$ cat config.mk
export PLATFORM = sky130hd
export DESIGN_NAME = vr_load_store_unit_flat
export DESIGN_NICKNAME = d
export VERILOG_FILES = /design/src/rtl/vr_lsu_pkg.sv /design/src/rtl/vr_load_store_unit_if.sv /design/src/rtl/vr_lsu_lane.sv /design/src/rtl/vr_load_store_unit.sv /design/src/flat_wrapper.sv
export SDC_FILE = /design/constraint.sdc
export NUM_CORES = 1
export LEC_CHECK = 0
export BUFFER_PORTS_ARGS = -buffer_cell sky130_fd_sc_hd__clkbuf_2
export CORE_ASPECT_RATIO = 0.8
export CORE_MARGIN = 2
export CORE_UTILIZATION = 55
export CTS_CLUSTER_DIAMETER = 150
export CTS_CLUSTER_SIZE = 28
export DETAILED_ROUTE_END_ITERATION = 7
export HOLD_SLACK_MARGIN = 0.03
export PLACE_DENSITY = 0.85
export SLEW_MARGIN = 10
export SYNTH_ARGS = -nofsm -noshare
export SYNTH_HDL_FRONTEND = slang
export SYNTH_SLANG_ARGS = --single-unit
$ cat constraint.sdc
create_clock -name clk_i -period 4.25 [get_ports clk_i]
set_input_delay 0.2125 -clock clk_i [delete_from_list [all_inputs] [get_ports clk_i]]
set_output_delay 0.2125 -clock clk_i [all_outputs]
set_load 0.005 [all_outputs]
$ cat src/rtl/vr_lsu_pkg.sv
// Shared encodings and small helpers for the load/store unit.
package vr_lsu_pkg;

  // Access size encodings as seen on the request SIZE field
  localparam logic [1:0] SZ_B = 2'b00;
  localparam logic [1:0] SZ_H = 2'b01;
  localparam logic [1:0] SZ_W = 2'b10;
  localparam logic [1:0] SZ_X = 2'b11;

  typedef enum logic [1:0] {
    ST_IDLE,
    ST_ACCESS,
    ST_WRITE,
    ST_RESP
  } lsu_state_e;

  // True when the size/offset pair cannot be served as one aligned access
  function automatic logic accessMisaligned(input logic [1:0] size, input logic [1:0] off);
    case (size)
      SZ_B:    return 1'b0;
      SZ_H:    return off[0];
      SZ_W:    return (off != 2'b00);
      default: return 1'b1;
    endcase
  endfunction

  // Memory is word-addressed; drop the byte offset
  function automatic logic [31:0] wordAlign(input logic [31:0] addr);
    return {addr[31:2], 2'b00};
  endfunction

  // Little-endian byte lane pick
  function automatic logic [7:0] laneByte(input logic [31:0] word, input logic [1:0] off);
    case (off)
      2'd1:    return word[15:8];
      2'd2:    return word[23:16];
      2'd3:    return word[31:24];
      default: return word[7:0];
    endcase
  endfunction

  // Half lane pick: offset bit 1 selects the upper half
  function automatic logic [15:0] laneHalf(input logic [31:0] word, input logic hi);
    return hi ? word[31:16] : word[15:0];
  endfunction

endpackage

$ cat src/rtl/vr_load_store_unit_if.sv
// Core request/response handshake plus the word-wide memory port.
interface vr_load_store_unit_if;
  logic        req;
  logic        we;
  logic [1:0]  size;
  logic        sgn;
  logic [31:0] addr;
  logic [31:0] wdata;
  logic        ready;
  logic        done;
  logic        err;
  logic [31:0] rdata;
  logic [31:0] m_addr;
  logic        m_rw;
  logic [31:0] m_wd;
  logic [31:0] m_rd;

  // Environment side: the core issues requests and the memory returns read data
  modport master (
    output req, we, size, sgn, addr, wdata, m_rd,
    input  ready, done, err, rdata, m_addr, m_rw, m_wd
  );

  // Load/store unit side
  modport slave (
    input  req, we, size, sgn, addr, wdata, m_rd,
    output ready, done, err, rdata, m_addr, m_rw, m_wd
  );
endinterface

$ cat src/rtl/vr_lsu_lane.sv
// Lane datapath: extracts and extends load data, and inserts store data
// into a read word for sub-word read-modify-write.
module vr_lsu_lane
  import vr_lsu_pkg::*;
(
  input  logic [31:0] rd_word_i,
  input  logic [15:0] wdata_i,
  input  logic [1:0]  size_i,
  input  logic [1:0]  offset_i,
  input  logic        sgn_i,
  output logic [31:0] load_data_o,
  output logic [31:0] merged_o
);

  logic [7:0]  byteSel;
  logic [15:0] halfSel;

  // Select the addressed lane and widen it to 32 bits
  always_comb begin
    byteSel = laneByte(rd_word_i, offset_i);
    halfSel = laneHalf(rd_word_i, offset_i[1]);
    case (size_i)
      SZ_B:    load_data_o = {{24{sgn_i & byteSel[7]}}, byteSel};
      SZ_H:    load_data_o = {{16{sgn_i & halfSel[15]}}, halfSel};
      default: load_data_o = rd_word_i;
    endcase
  end

  // Overwrite only the addressed lane(s) of the word read from memory
  always_comb begin
    merged_o = rd_word_i;
    case (size_i)
      SZ_B: begin
        case (offset_i)
          2'd1:    merged_o[15:8]  = wdata_i[7:0];
          2'd2:    merged_o[23:16] = wdata_i[7:0];
          2'd3:    merged_o[31:24] = wdata_i[7:0];
          default: merged_o[7:0]   = wdata_i[7:0];
        endcase
      end
      SZ_H: begin
        if (offset_i[1]) merged_o[31:16] = wdata_i;
        else             merged_o[15:0]  = wdata_i;
      end
      default: merged_o = rd_word_i;
    endcase
  end

endmodule

$ cat src/rtl/vr_load_store_unit.sv
// Memory-stage load/store unit: one request at a time, sub-word stores
// done as read-modify-write, all memory port signals registered.
module vr_load_store_unit
  import vr_lsu_pkg::*;
#(
  parameter int unsigned MEM_BYTES = 1024
)
(
  input  logic                 clk_i,
  input  logic                 rst_i,
  vr_load_store_unit_if.slave  bus
);

  lsu_state_e  state_q;
  logic        ready_q;
  logic        done_q;
  logic        err_q;
  logic [31:0] rdata_q;
  logic [31:0] mAddr_q;
  logic        mRw_q;
  logic [31:0] mWd_q;
  logic        we_q;
  logic [1:0]  size_q;
  logic        sgn_q;
  logic [1:0]  offset_q;
  logic [15:0] wdata_q;

  logic        reqBad;
  logic [31:0] loadData;
  logic [31:0] mergedWord;

  assign reqBad = accessMisaligned(bus.size, bus.addr[1:0]) ||
                  (bus.addr >= 32'(MEM_BYTES));

  vr_lsu_lane u_lane (
    .rd_word_i   (bus.m_rd),
    .wdata_i     (wdata_q),
    .size_i      (size_q),
    .offset_i    (offset_q),
    .sgn_i       (sgn_q),
    .load_data_o (loadData),
    .merged_o    (mergedWord)
  );

  assign bus.ready  = ready_q;
  assign bus.done   = done_q;
  assign bus.err    = err_q;
  assign bus.rdata  = rdata_q;
  assign bus.m_addr = mAddr_q;
  assign bus.m_rw   = mRw_q;
  assign bus.m_wd   = mWd_q;

  // Request FSM; every output is a register so memory never sees live core inputs
  always_ff @(posedge clk_i) begin
    if (rst_i) begin
      state_q  <= ST_IDLE;
      ready_q  <= 1'b1;
      done_q   <= 1'b0;
      err_q    <= 1'b0;
      rdata_q  <= '0;
      mAddr_q  <= '0;
      mRw_q    <= 1'b0;
      mWd_q    <= '0;
      we_q     <= 1'b0;
      size_q   <= SZ_B;
      sgn_q    <= 1'b0;
      offset_q <= '0;
      wdata_q  <= '0;
    end else begin
      case (state_q)
        ST_IDLE: begin
          done_q <= 1'b0;
          err_q  <= 1'b0;
          if (bus.req) begin
            ready_q  <= 1'b0;
            we_q     <= bus.we;
            size_q   <= bus.size;
            sgn_q    <= bus.sgn;
            offset_q <= bus.addr[1:0];
            wdata_q  <= bus.wdata[15:0];
            if (reqBad) begin
              state_q <= ST_RESP;
              done_q  <= 1'b1;
              err_q   <= 1'b1;
            end else begin
              state_q <= ST_ACCESS;
              mAddr_q <= wordAlign(bus.addr);
              if (bus.we && bus.size == SZ_W) begin
                mRw_q <= 1'b1;
                mWd_q <= bus.wdata;
              end
            end
          end
        end
        ST_ACCESS: begin
          if (!we_q) begin
            rdata_q <= loadData;
            state_q <= ST_RESP;
            done_q  <= 1'b1;
          end else if (size_q == SZ_W) begin
            mRw_q   <= 1'b0;
            state_q <= ST_RESP;
            done_q  <= 1'b1;
          end else begin
            mWd_q   <= mergedWord;
            mRw_q   <= 1'b1;
            state_q <= ST_WRITE;
          end
        end
        ST_WRITE: begin
          mRw_q   <= 1'b0;
          state_q <= ST_RESP;
          done_q  <= 1'b1;
        end
        ST_RESP: begin
          done_q  <= 1'b0;
          err_q   <= 1'b0;
          ready_q <= 1'b1;
          state_q <= ST_IDLE;
        end
        default: begin
          state_q <= ST_IDLE;
          ready_q <= 1'b1;
          done_q  <= 1'b0;
          err_q   <= 1'b0;
          mRw_q   <= 1'b0;
        end
      endcase
    end
  end

endmodule

$ cat src/flat_wrapper.sv
// flat-port wrapper written by rule: the top's interface ports become plain ports
module vr_load_store_unit_flat import vr_lsu_pkg::*;
#(
  parameter int unsigned MEM_BYTES = 1024
)
  (clk_i, rst_i, bus_req, bus_we, bus_size, bus_sgn, bus_addr, bus_wdata, bus_m_rd, bus_ready, bus_done, bus_err, bus_rdata, bus_m_addr, bus_m_rw, bus_m_wd);
  vr_load_store_unit_if bus_i ();
  input  logic clk_i;
  input  logic rst_i;
  input wire logic [$bits(bus_i.req)-1:0] bus_req;
  input wire logic [$bits(bus_i.we)-1:0] bus_we;
  input wire logic [$bits(bus_i.size)-1:0] bus_size;
  input wire logic [$bits(bus_i.sgn)-1:0] bus_sgn;
  input wire logic [$bits(bus_i.addr)-1:0] bus_addr;
  input wire logic [$bits(bus_i.wdata)-1:0] bus_wdata;
  input wire logic [$bits(bus_i.m_rd)-1:0] bus_m_rd;
  output wire logic [$bits(bus_i.ready)-1:0] bus_ready;
  output wire logic [$bits(bus_i.done)-1:0] bus_done;
  output wire logic [$bits(bus_i.err)-1:0] bus_err;
  output wire logic [$bits(bus_i.rdata)-1:0] bus_rdata;
  output wire logic [$bits(bus_i.m_addr)-1:0] bus_m_addr;
  output wire logic [$bits(bus_i.m_rw)-1:0] bus_m_rw;
  output wire logic [$bits(bus_i.m_wd)-1:0] bus_m_wd;
  assign bus_i.req = bus_req;
  assign bus_i.we = bus_we;
  assign bus_i.size = bus_size;
  assign bus_i.sgn = bus_sgn;
  assign bus_i.addr = bus_addr;
  assign bus_i.wdata = bus_wdata;
  assign bus_i.m_rd = bus_m_rd;
  assign bus_ready = bus_i.ready;
  assign bus_done = bus_i.done;
  assign bus_err = bus_i.err;
  assign bus_rdata = bus_i.rdata;
  assign bus_m_addr = bus_i.m_addr;
  assign bus_m_rw = bus_i.m_rw;
  assign bus_m_wd = bus_i.m_wd;
  vr_load_store_unit #(.MEM_BYTES(MEM_BYTES)) u_core (.clk_i(clk_i), .rst_i(rst_i), .bus(bus_i));
endmodule
======== Word-level counts from Yosys, hierarchy flattened ========
Cells that the tools add are included.
cells by class
  order comparisons ....................... 1
  equal/unequal tests ..................... 16
  mux-type cells .......................... 36
  bitwise logic cells ..................... 4
  reduce and logical (&&, ||, !) cells .... 16
operators by type and width
  cell                    count
  $pmux W32 S2            3
  $mux W32                5
  $mux W16                3
  $ge A32 B11 Y1 const B  1
  $mux W8                 4
  $pmux W8 S3             1
  $eq A2 B2 Y1 const B    6
  $mux W1                 11
  $eq A2 B1 Y1 const B    4
  $pmux W2 S4             1
  $logic_not A2 Y1        3
  $mux W2                 3
  $ne A2 B2 Y1 const B    3
  $pmux W1 S3             2
  $reduce_and A2 Y1       3
  $reduce_and A6 Y1       1
  $reduce_bool A2 Y1      3
  $reduce_and A5 Y1       1
  $ne A2 B1 Y1 const B    2
  $pmux W1 S2             2
  $pmux W1 S4             1
  $ne A3 B3 Y1 const B    1
  $reduce_and A3 Y1       1
  $reduce_bool A3 Y1      1
  5 further kinds         7
word-level totals
  flip-flop bits (word level) ............. 122
  output and inout port bits .............. 100
  logic and storage cells ................. 86

======== Longest topological paths before layout ========
  word-level depth ........................ 7
  mapped depth ............................ 9
  mapped depth without buffers ............ 6

======== Cells and area by module ========
Synthesis repeated with hierarchy kept, for this count alone.
unflattened totals
  cells, all modules ...................... 757
  area, all modules ....................... 6,338.6 µm²
modules (own cells, without submodules)
  module              instances  cells each  area an instance (µm²)  seq. area each (µm²)
  vr_load_store_unit  1          521         4,757.1                 2,442.3
  vr_lsu_lane         1          236         1,581.5                 0.0

======== Worst setup path before layout ========
OpenSTA, ideal clock, no wires.
  kind .................................... reg-to-reg
  start ................................... register u_core.offset_q[0]
  end ..................................... register u_core.rdata_q[31] (netlist: u_core.bus.rdata[31])
  arrival time ............................ 1.717 ns
  required time ........................... 4.116 ns
  setup slack ............................. 2.400 ns
  stages on the path, launching flop included .. 8
  path through ............................ dfxtp_1 > buf_2 > mux4_2 > nand2b_1 > nand2_1 > a31oi_2 > buf_2 > a211oi_1
between the ends
  longest elaborated chain between the ends .. 4
  elaborated cells between the ends (all ways) .. 6
  classes of those cells .................. eq/ne: 3; mux: 2; bitwise: 1
RTL lines
  item                                          line                      source
  start: declaration                            vr_load_store_unit.sv:25  logic [1:0] offset_q;
  start signal: assignment                      vr_load_store_unit.sv:79  offset_q <= bus.addr[1:0];
  $eq A2 B2 Y1 or $eq A2 B1 Y1 (tied branches)  vr_lsu_pkg.sv:34          case (off)
  $pmux W8 S3 (*)                               vr_lsu_pkg.sv:34
  $and A1 B1 Y1 (*)                             vr_lsu_lane.sv:23         SZ_B: load_data_o = {{24{sgn_i & byteSel[7]}}, byteSel};
  $pmux W32 S2 (*)                              vr_lsu_lane.sv:22         case (size_i)
  end signal: assignment                        vr_load_store_unit.sv:97  rdata_q <= loadData;
  end: declaration                              vr_load_store_unit.sv:18  logic [31:0] rdata_q;
Every way passes the cells marked *; elsewhere a longest branch is shown, timed or not.
A chain may end at the register's enable or synchronous reset.

======== Worst setup path in the final report ========
  start ................................... register u_core.state_q[0]
  end ..................................... register u_core.mAddr_q[17] (netlist: u_core.bus.m_addr[17])
between the ends
  longest elaborated chain between the ends .. 2
RTL lines
  item                         line                      source
  start: declaration           vr_load_store_unit.sv:14  lsu_state_e state_q;
  start signal: assignment     vr_load_store_unit.sv:56  state_q <= ST_IDLE;
  start signal: assignment     vr_load_store_unit.sv:82  state_q <= ST_RESP;
  start signal: assignment     vr_load_store_unit.sv:86  state_q <= ST_ACCESS;
  $logic_not A2 Y1             vr_load_store_unit.sv:70  case (state_q)
  $reduce_and A3 Y1 (no line)  n/a
  end signal: assignment       vr_load_store_unit.sv:87  mAddr_q <= wordAlign(bus.addr);
  end: declaration             vr_load_store_unit.sv:19  logic [31:0] mAddr_q;
No other way between the ends.

==> summary.md <==
| Metric | Value |
|---|---|
| Crit Path Category | register to register |
| CP max stage delay | around 750 ps |
| Setup TNS | 0 ps |
| Hold Fails Final Rpt | 0 |
| Area occupied by multi-input gates | roughly 3600 sq um |
| TritonCTS Sinks | ~120 |
| Post-DR wirelength/cell | roughly 19 microns |
| Global-route wire length before repair | approximately 31000 microns |
| Startpoint Class | register |
| Syn. warnings | 0 |
| Bufs and invs on worst path | 1 |
| Placed Cells incl. Taps | between 1000 and 1500 |
| # fillers | approximately 950 |
| Clk buf depth | 2 |
| Die width | 124 microns |
| Drt first-iter violations | slightly above 900 |
| Worst path arrival time | ~3000 ps |
| Initial antenna violation count | 0 |
| Latest clock arrival within the worst-skew pair | around 420 ps |
| Core Util, Final | 0.700 |
| Dominant cells by area after synthesis | dfxtp_1 (39%), nand2_1 (6.9%), mux2i_1 (6.0%) |
| Cells after Synth | 747 |
| RePlAce Congestion | 1.01 |
| Worst min-delay path class | input port to register |
| Vias in the first global route | between 5000 and 6000 |
| Power consumption | between 5000 and 6000 uW |
| Total track usage | 0.330 |
| Netlist Area Pre-Place | about 6300 sq um |
| Hpwl dp | approximately 14000 microns |
| CP Capture Type | register |
| Tightest Pin Transition | 958 ps |
| Final period utilization | 0.623 |
| Die ar. | 12400 sq um |
| Post-synthesis adder-cell area fraction | 0.00593 |
| Clock-pin slew on the worst setup and hold paths | around 60 ps |
| CTS H-tree depth | 4 |
| Commonest cells post-synth | dfxtp_1 (122), nand2_1 (116), nor2_1 (79) |
| First drt pass iteration count | 6 |
| Post_cts resized | 0 |
| Yosys reg bits | roughly 120 |
| Critical Path RT | 4610 ps |
| Drt drc | 0 |
| P per Cell Area | between 600 and 700 nW/um^2 |
| Area share of the largest cell type after synthesis | 0.386 |
| # diodes | 0 |
| Count leader, synth | dfxtp_1 |
| Synth Area in Simple Gates | 0.214 |
| Slew Viols, Final | 0 |
| Post-synthesis compound-gate area fraction | 0.224 |
| Synthesized area per cell | around 8.5 sq um |
| Slew headroom | 0.359 |
| CTS buffer count | 17 |
| Mux cell area share after synthesis | 0.118 |
| Register area | 2440 sq um |
| Final instance area | 7970 sq um |
| Layout cell share with drive strength beyond 1 | 0.294 |
| Max_cap viols | 0 |
| Initial core utilization | 0.556 |
| Final Setup Violations | 0 |
| Main synth FF type | dfxtp_1 |
| Largest net degree at the start of global routing | 86 |
| P_leak | 0.00350 uW |
| RSZ-0062 raised after global routing | no |
| Critical-path top delay cell | nor2_1 |
| PortBufs | 200 |
| Leading area contributor after synthesis | dfxtp_1 |
| Antenna Nets Post-Route | 0 |
| Nets | 1022 |
| Via count | approximately 6500 |
| Maximum clock rate | ~380 MHz |
| Area Growth Syn to Fin | 26.0% |
| Status | finished, final reports clean |
| EDFF count, synth | 0 |
| DP Area | about 7300 sq um |
| CTS tree | built |
| Grt ovf | 0 |
| Root buf cell | clkbuf_16 |
| Cell family with most CP delay | simple AND/OR/NAND/NOR gates |
| Peak supply drop | roughly 350 uV |
| Seq/Total Area, Yosys | 0.386 |
| Critical Path, Cell by Cell | inv_1 > ha_1 > nand2_1 > nor4_2 > nor2_1 > and2_1 |
| Async SR Flop Fraction | 0 |
| Top-level I/O count | between 200 and 250 |
| Main combinational cell family by area after synthesis | compound AO/OA/AOI/OAI gates |
| Crit Path Max Fanout | 24 |
| Vias per cell | a little over 6 |
| Final min period | around 2600 ps |
| Drt total wl | about 20000 microns |
| Core area | around 11000 sq um |
| Final instance count without filler cells | ~1100 |
| Synth Area in XOR/XNOR | 0 |
| DIE HEIGHT | around 100 microns |
| Row count | 35 |
| Clock skew | 9.34 ps |
| Synth cell types | 55 |
## layout make-up
class                      instances  share of cell area
timing repair buffer             216               0.142
tap                              148              0.0232
sequential                       122               0.306
multi-input combinational        549               0.449
inverter                          10             0.00471
clock inverter                    15              0.0212
clock buffer                      17              0.0534
## logic make-up (layout without fill, tap and decap cells)
logic type | after synthesis | count (layout)
simple gates | 291 | 291
compound gates | 184 | 184
flops | 122 | 122
buf+inv | 77 | 258
mux | 69 | 69
fa+ha+maj | 3 | 3
other cells | 1 | 2
## cell usage in the layout (no fill, tap or decap), types with 17 or more instances in the layout
master     count
clkbuf_2     199
dfxtp_1      122
nand2_1      116
nor2_1        79
a21oi_1       41
nand2b_1      40
mux2i_1       38
a311o_1       28
a22o_1        27
a22oi_1       26
and2_1        23
a211oi_1      19
clkbuf_16     17
## state kept, by name (all words and copies together), names as in the netlist, 2 cells and up
name               count
u_core.bus.m_addr     30
u_core.bus.rdata      32
u_core.state_q         2
u_core.bus.m_wd       32
u_core.wdata_q        16
u_core.size_q          2
u_core.offset_q        2
## worst min-delay path, cell delays in order
cell and delay [ps]:
clkbuf_2 80, mux2i_1 60, nor2_1 70
## power breakdown
part	leakage [uW]	switching (uW)	internal (uW)	total, uW
Clock	0.000291	620	838	1460
Sequential	0.000995	237	1460	1690
Combinational	0.00222	1150	853	2000
## stage by stage
step / setup WS, ps / hold slack [ps]
6_report: 1600 / 28.5
5_1_grt: 1310 / 37.7
4_1_cts: 1620 / 30.3
3_5_place_dp: 1630 / 444
3_3_place_gp: 1680 / 439
2_1_floorplan: 2400 / 348
## timing repair
item,in CTS,in global routing
hold buffers,5,0
endpoints found under the hold margin,5,0
buffers inserted,0,0
## metal layers
metal  part of all wire  global-route usage  vias up
met2               0.42               0.477      455
met4              0.032               0.120        0
li1                   -                   -     3024
met3               0.13              0.0903       72
met5                  0                   0        -
met1               0.42               0.471     2950
## worst paths after layout
| path | from | to | slack, ps | depth (start not counted) |
|---|---|---|---|---|
| worst max-delay path | u_core.state_q[0] | u_core.bus.m_addr[17] | 1600 | 6 |
| worst min-delay path | bus_addr[4] | u_core.bus.m_addr[4] | 30 | 3 |
| worst max register to register | u_core.state_q[0] | u_core.bus.m_addr[17] | 1600 | 6 |
| worst min register to register | u_core.bus.rdata[1] | u_core.bus.rdata[1] | 450 | 2 |
No activity file was read; power rests on OpenSTA's default activity.
